<file path="src/rtl/arp_query_arbiter.sv">
// Round-robin arbiter funnelling per-port ARP queries to a single ARP cache, one query in flight.
// Optional WAIT timeout with stale-response discard is enabled by defining ARP_QUERY_ARB_TIMEOUT_EN.
module arp_query_arbiter #(
  parameter int unsigned PORTS          = 4,
  parameter int unsigned TIMEOUT_CYCLES = 255
) (
  input  logic               clk,
  input  logic               rst_n,
  input  logic [PORTS-1:0]    port_req_valid,
  input  logic [PORTS*32-1:0] port_req_ip,
  output logic [PORTS-1:0]    port_req_ready,
  output logic [PORTS-1:0]    port_resp_valid,
  input  logic [PORTS-1:0]    port_resp_ready,
  output logic               port_resp_error,
  output logic [47:0]         port_resp_mac,
  output logic               cache_req_valid,
  input  logic               cache_req_ready,
  output logic [31:0]         cache_req_ip,
  input  logic               cache_resp_valid,
  output logic               cache_resp_ready,
  input  logic               cache_resp_error,
  input  logic [47:0]         cache_resp_mac,
  output logic               busy
);

  localparam int unsigned GW = (PORTS > 1) ? $clog2(PORTS) : 1;

  if (PORTS < 2 || PORTS > 8 || TIMEOUT_CYCLES == 0) begin : g_param_check
    $error("arp_query_arbiter: PORTS must be 2..8 and TIMEOUT_CYCLES nonzero");
  end

  typedef enum logic [1:0] {StIdle, StReq, StWait, StResp} state_e;

  state_e          state_q;
  logic [GW-1:0]   grant_q;
  logic [GW-1:0]   last_q;
  logic [31:0]     ip_q;
  logic            err_q;
  logic [47:0]     mac_q;
  logic            stale;

`ifdef ARP_QUERY_ARB_TIMEOUT_EN
  localparam int unsigned CW = $clog2(TIMEOUT_CYCLES + 1);
  logic [CW-1:0] cnt_q;
  logic          stale_q;
  assign stale = stale_q;
`else
  assign stale = 1'b0;
`endif

  logic          sel_found;
  logic [GW-1:0] sel_idx;
  logic [GW-1:0] sel_p;
  logic [31:0]   sel_ip;
  logic          grant_en;
  logic          resp_ack;

  // Search upward from the port after the last grant, wrapping.
  always_comb begin
    sel_found = 1'b0;
    sel_idx   = '0;
    sel_p     = '0;
    for (int k = 1; k <= int'(PORTS); k++) begin
      sel_p = GW'((int'(last_q) + k) % int'(PORTS));
      if (!sel_found && port_req_valid[sel_p]) begin
        sel_found = 1'b1;
        sel_idx   = sel_p;
      end
    end
  end

  always_comb begin
    sel_ip = '0;
    for (int k = 0; k < int'(PORTS); k++) begin
      if (sel_idx == GW'(k)) sel_ip = port_req_ip[k*32 +: 32];
    end
  end

  // rst_n gating keeps the combinational ready low while reset is held.
  assign grant_en = rst_n && (state_q == StIdle) && sel_found && !stale;
  assign resp_ack = (state_q == StResp) && port_resp_ready[grant_q];

  always_comb begin
    port_req_ready = '0;
    if (grant_en) port_req_ready[sel_idx] = 1'b1;
  end

  always_comb begin
    port_resp_valid = '0;
    if (state_q == StResp) port_resp_valid[grant_q] = 1'b1;
  end

  assign busy             = (state_q != StIdle);
  assign cache_req_valid  = (state_q == StReq);
  assign cache_req_ip     = (state_q == StReq) ? ip_q : 32'h0;
  assign cache_resp_ready = (state_q == StWait) || stale;
  assign port_resp_error  = (state_q == StResp) && err_q;
  assign port_resp_mac    = (state_q == StResp) ? mac_q : 48'h0;

  always_ff @(posedge clk or negedge rst_n) begin
    if (!rst_n) begin
      state_q <= StIdle;
      grant_q <= '0;
      last_q  <= GW'(PORTS - 1);
      ip_q    <= '0;
      err_q   <= 1'b0;
      mac_q   <= '0;
`ifdef ARP_QUERY_ARB_TIMEOUT_EN
      cnt_q   <= '0;
      stale_q <= 1'b0;
`endif
    end else begin
      unique case (state_q)
        StIdle: begin
          if (grant_en) begin
            ip_q    <= sel_ip;
            grant_q <= sel_idx;
            state_q <= StReq;
          end
        end
        StReq: begin
          if (cache_req_ready) begin
            state_q <= StWait;
`ifdef ARP_QUERY_ARB_TIMEOUT_EN
            cnt_q   <= '0;
`endif
          end
        end
        StWait: begin
          if (cache_resp_valid) begin
            err_q   <= cache_resp_error;
            mac_q   <= cache_resp_mac;
            state_q <= StResp;
          end
`ifdef ARP_QUERY_ARB_TIMEOUT_EN
          else if (cnt_q == CW'(TIMEOUT_CYCLES - 1)) begin
            // The cache still owes us a response; remember to swallow it.
            err_q   <= 1'b1;
            mac_q   <= '0;
            stale_q <= 1'b1;
            state_q <= StResp;
          end else begin
            cnt_q <= cnt_q + 1'b1;
          end
`endif
        end
        StResp: begin
          if (resp_ack) begin
            last_q  <= grant_q;
            state_q <= StIdle;
          end
        end
        default: state_q <= StIdle;
      endcase
`ifdef ARP_QUERY_ARB_TIMEOUT_EN
      if (stale_q && cache_resp_valid) stale_q <= 1'b0;
`endif
    end
  end

endmodule

</file>
<file path="config.mk">
export PLATFORM = sky130hd
export DESIGN_NAME = arp_query_arbiter
export DESIGN_NICKNAME = d
export VERILOG_FILES = /design/src/rtl/arp_query_arbiter.sv
export SDC_FILE = /design/constraint.sdc
export NUM_CORES = 1
export LEC_CHECK = 0
export CAP_MARGIN = 20
export CORE_MARGIN = 3
export CORE_UTILIZATION = 39
export DETAILED_ROUTE_END_ITERATION = 8
export PLACE_DENSITY_LB_ADDON = 0.3
export SLEW_MARGIN = 20
export SYNTH_ARGS = -nofsm -noshare
export SYNTH_HDL_FRONTEND = slang
export SYNTH_SLANG_ARGS = --single-unit
export TNS_END_PERCENT = 20
</file>
<file path="constraint.sdc">
create_clock -name clk -period 2.1 [get_ports clk]
set_input_delay 0.21 -clock clk [delete_from_list [all_inputs] [get_ports clk]]
set_output_delay 0.21 -clock clk [all_outputs]
set_load 0.1 [all_outputs]
</file>
==> results.yml <==
run_status:
  outcome: "complete, but fails checks"
  violations: "setup timing"
timing:
  hold_viol: 0
  worstMarginPinSlew_ns: 0.7488
  slew-limit-headroom_pct: 50.08
  clock.fmax_ghz: 0.4746
  rsz0062_at_grt: "true"
  setup_viol: 1
  fin_crit_sh_pct: 100.3
  finalCriticalPeriod_ns: 2.107
  slew_violations: 0
  finalSetupTns_ns: -0.007239
  fin_skew_ns: 0.005326
  worst_slack_ns: -0.007239
synth:
  synthCells: 431
  synthDistinctLibCells: 33
  ys_top_cells_by_area: "dfrtp_1 (42%), mux2i_1 (13%), mux2_2 (12%), and2_1 (10%), o221ai_2 (8.3%)"
  synth_edf_count: 0
  yosys_warnings: 0
  synth-seq-area-share_pct: 43.17
  synth_top_area_cell: "dfrtp_1"
  synth_ff_type: "dfrtp_1"
  syn_nets: 625
  avgSynthCellArea_um2: 11.71
  netlist.area_leader.share_pct: 42.13
  syn_area_mm2: 0.005049
  ys_async_sr_fraction_pct: 100.0
  ys_seq_elements: 87
layout:
  nFillCells: 737
  layout.cells.non_filler: 913
  num-nets-final: 934
  synthToLayoutAreaGrowth_pct: 91.87
  drive_gt1_share_pct: 37.72
  layout_common_cells: "clkdlybuf4s50_1 (187), buf_12 (97), dfrtp_1 (85), and2_1 (69), mux2i_1 (60)"
  n_antenna_cell: 0
  final_area_mm2: 0.009687
  final_common_cell: "clkdlybuf4s50_1"
detailed_routing:
  vias: 4624
  drt_iter0_drc: 204
  first_pass_iters: 4
  drc: 0
  wl_um: 17710
  wl_per_cell_um: 19.40
  ant_nets: 0
  viasPerCell: 5.065
clocking:
  clk_path_buf_depth: 2
  cts_root_buf: "clkbuf_16"
  clkTransAtPathRegs_ns: 0.07
  numCtsBuffers: 9
  clk_latency_ns: 0.33
  cts_num_sinks: 87
  htreeDepth: 3
  cts_tree: "done"
power:
  peakVddDrop_uv: 1183
  p_leak_nw: 4.148
  power.total_mw: 15.69
  power_density_mw_per_mm2: 1619
setup_path:
  cp_slowest_stage_delay_ns: 0.55
  cp_slowest_cell: "clkdlybuf4s50_1"
  worst_ep_required_time_ns: 1.89
  cp_num_buf_inv: 4
  cp-end-kind: "output port"
  crit_path_max_fanout: 8
  path_class: "in -> out"
  crit_family: "buffers and inverters"
  arrival_ns: 1.90
  crit_top_cell: "buf_12"
  cp-start-kind: "input pin"
  worstPathCellList: "clkdlybuf4s50_1 -> nor2b_2 -> a21oi_2 -> o221a_4 -> buf_12 -> buf_4 -> nor2_4 -> buf_12"
grt:
  use_met3_pct: 7.540
  grt_busiest_layer: "met2"
  grt_util_met2_pct: 44.56
  grtUsageMet1_pct: 27.08
  track_usage_pct: 24.48
  grt_pass1_wl_um: 27860
  grt_max_degree: 59
  antenna_found_initial: 0
  grt-ovfl-total: 0
  grt_pass1_vias: 5154
die:
  io_pins: 281
  die_area_mm2: 0.01435
  rows: 40
  die_y_um: 119.8
  fp.dieW_um: 119.8
  core_mm2: 0.01231
  initial_core_util_pct: 41.01
worst_hold_path:
  hold_path.class: "in -> async"
place:
  dp_hpwl_um: 13770
  portBuffers: 280
  place.gp.congestion: 0.7594
  place_area_mm2: 0.009144
  dp_cells: 880
run:
  cap_violations: 0
layer usage:
| layer | routed length (um) | share of wire (%) |
|---|---|---|
| met1 | 6391 | 36 |
| met2 | 9405 | 53 |
| met3 | 1514 | 8.5 |
| met4 | 397 | 2.2 |
| met5 | 0 | 0 |
power by group:
| group | internal, mW | switching [mW] | total (mW) |
|---|---|---|---|
| clock | 1.08 | 0.673 | 1.75 |
| sequential | 2.52 | 0.459 | 2.98 |
| combinational | 4.43 | 6.53 | 11.0 |
kinds of logic after synthesis:
family                     synth area share [%]
and+or+nand+nor                           14.75
muxes                                     25.13
DFF                                       43.17
buffers and inverters                     5.502
AOI/OAI and AO/OA                         10.21
adders and majority gates                 1.239
final cells by class:
| cell class | count | area (um2) | area share, % |
|---|---|---|---|
| repair buffers | 332 | 4205 | 43.41 |
| multi-input cells | 302 | 2723 | 28.11 |
| clock buffers | 10 | 239.0 | 2.467 |
| flip-flops and latches | 87 | 2180 | 22.50 |
| well taps | 168 | 210.2 | 2.170 |
| inverters | 8 | 37.54 | 0.3875 |
| clock inverters | 6 | 92.59 | 0.9558 |
cell usage after synthesis, types with 2 or more instances:
cell type / number
clkbuf_1: 13
o221ai_2: 28
mux2i_1: 66
buf_8: 4
nor2_1: 8
nand2_1: 41
dfrtp_1: 85
o221ai_1: 4
dfstp_2: 2
buf_6: 7
inv_1: 8
mux2_2: 52
buf_2: 3
ha_1: 5
buf_4: 4
and2_1: 81
buf_1: 2
a21oi_1: 3
stage by stage:
step | utilization (%) | hold WS (ns) | setup WS [ns]
global route | 78.68 | 0.2469 | -0.05332
detailed placement | 74.27 | 0.02663 | -0.04529
finish | 78.68 | 0.2534 | -0.007239
global placement | 74.27 | 0.02499 | 0.008404
CTS | 77.46 | 0.2371 | -0.04961
floorplan | - | -0.08559 | -0.3685
path summary, 6_finish.rpt:
path,from,end,slack (ns),cells after the start
max,port_req_valid[1],port_req_ready[3],-0.007,8
min,rst_n,mac_q[45]$_DFFE_PN0P_,0.25,2
max reg2reg,last_q[1]$_DFFE_PN1P_,ip_q[18]$_DFFE_PN0P_,0.07,8
min reg2reg,ip_q[0]$_DFFE_PN0P_,ip_q[0]$_DFFE_PN0P_,0.48,2
max in group asynchronous,rst_n,ip_q[29]$_DFFE_PN0P_,0.91,3
min in group clk,ip_q[0]$_DFFE_PN0P_,ip_q[0]$_DFFE_PN0P_,0.48,2
flip-flops by register name (all words and copies together) (netlist names):
name     cells
err_q        1
grant_q      2
ip_q        32
last_q       2
mac_q       48
state_q      2
worst register-to-register path: cells and delay by family (launching register included):
family	cells	cell delay (ns)
compound gates	3	0.50
buf+inv	3	0.38
flops	1	0.60
mux	1	0.33
simple gates	1	0.09
repair_timing:
item,CTS,global route
setup endpoints to repair,35,23
hold endpoints to repair,27,0
pin swaps,2,7
buffers inserted,1,15
hold buffers,1,0
gates resized for setup,3,13
cloned,1,0
Note: power is estimated with default switching activity, not from simulation.
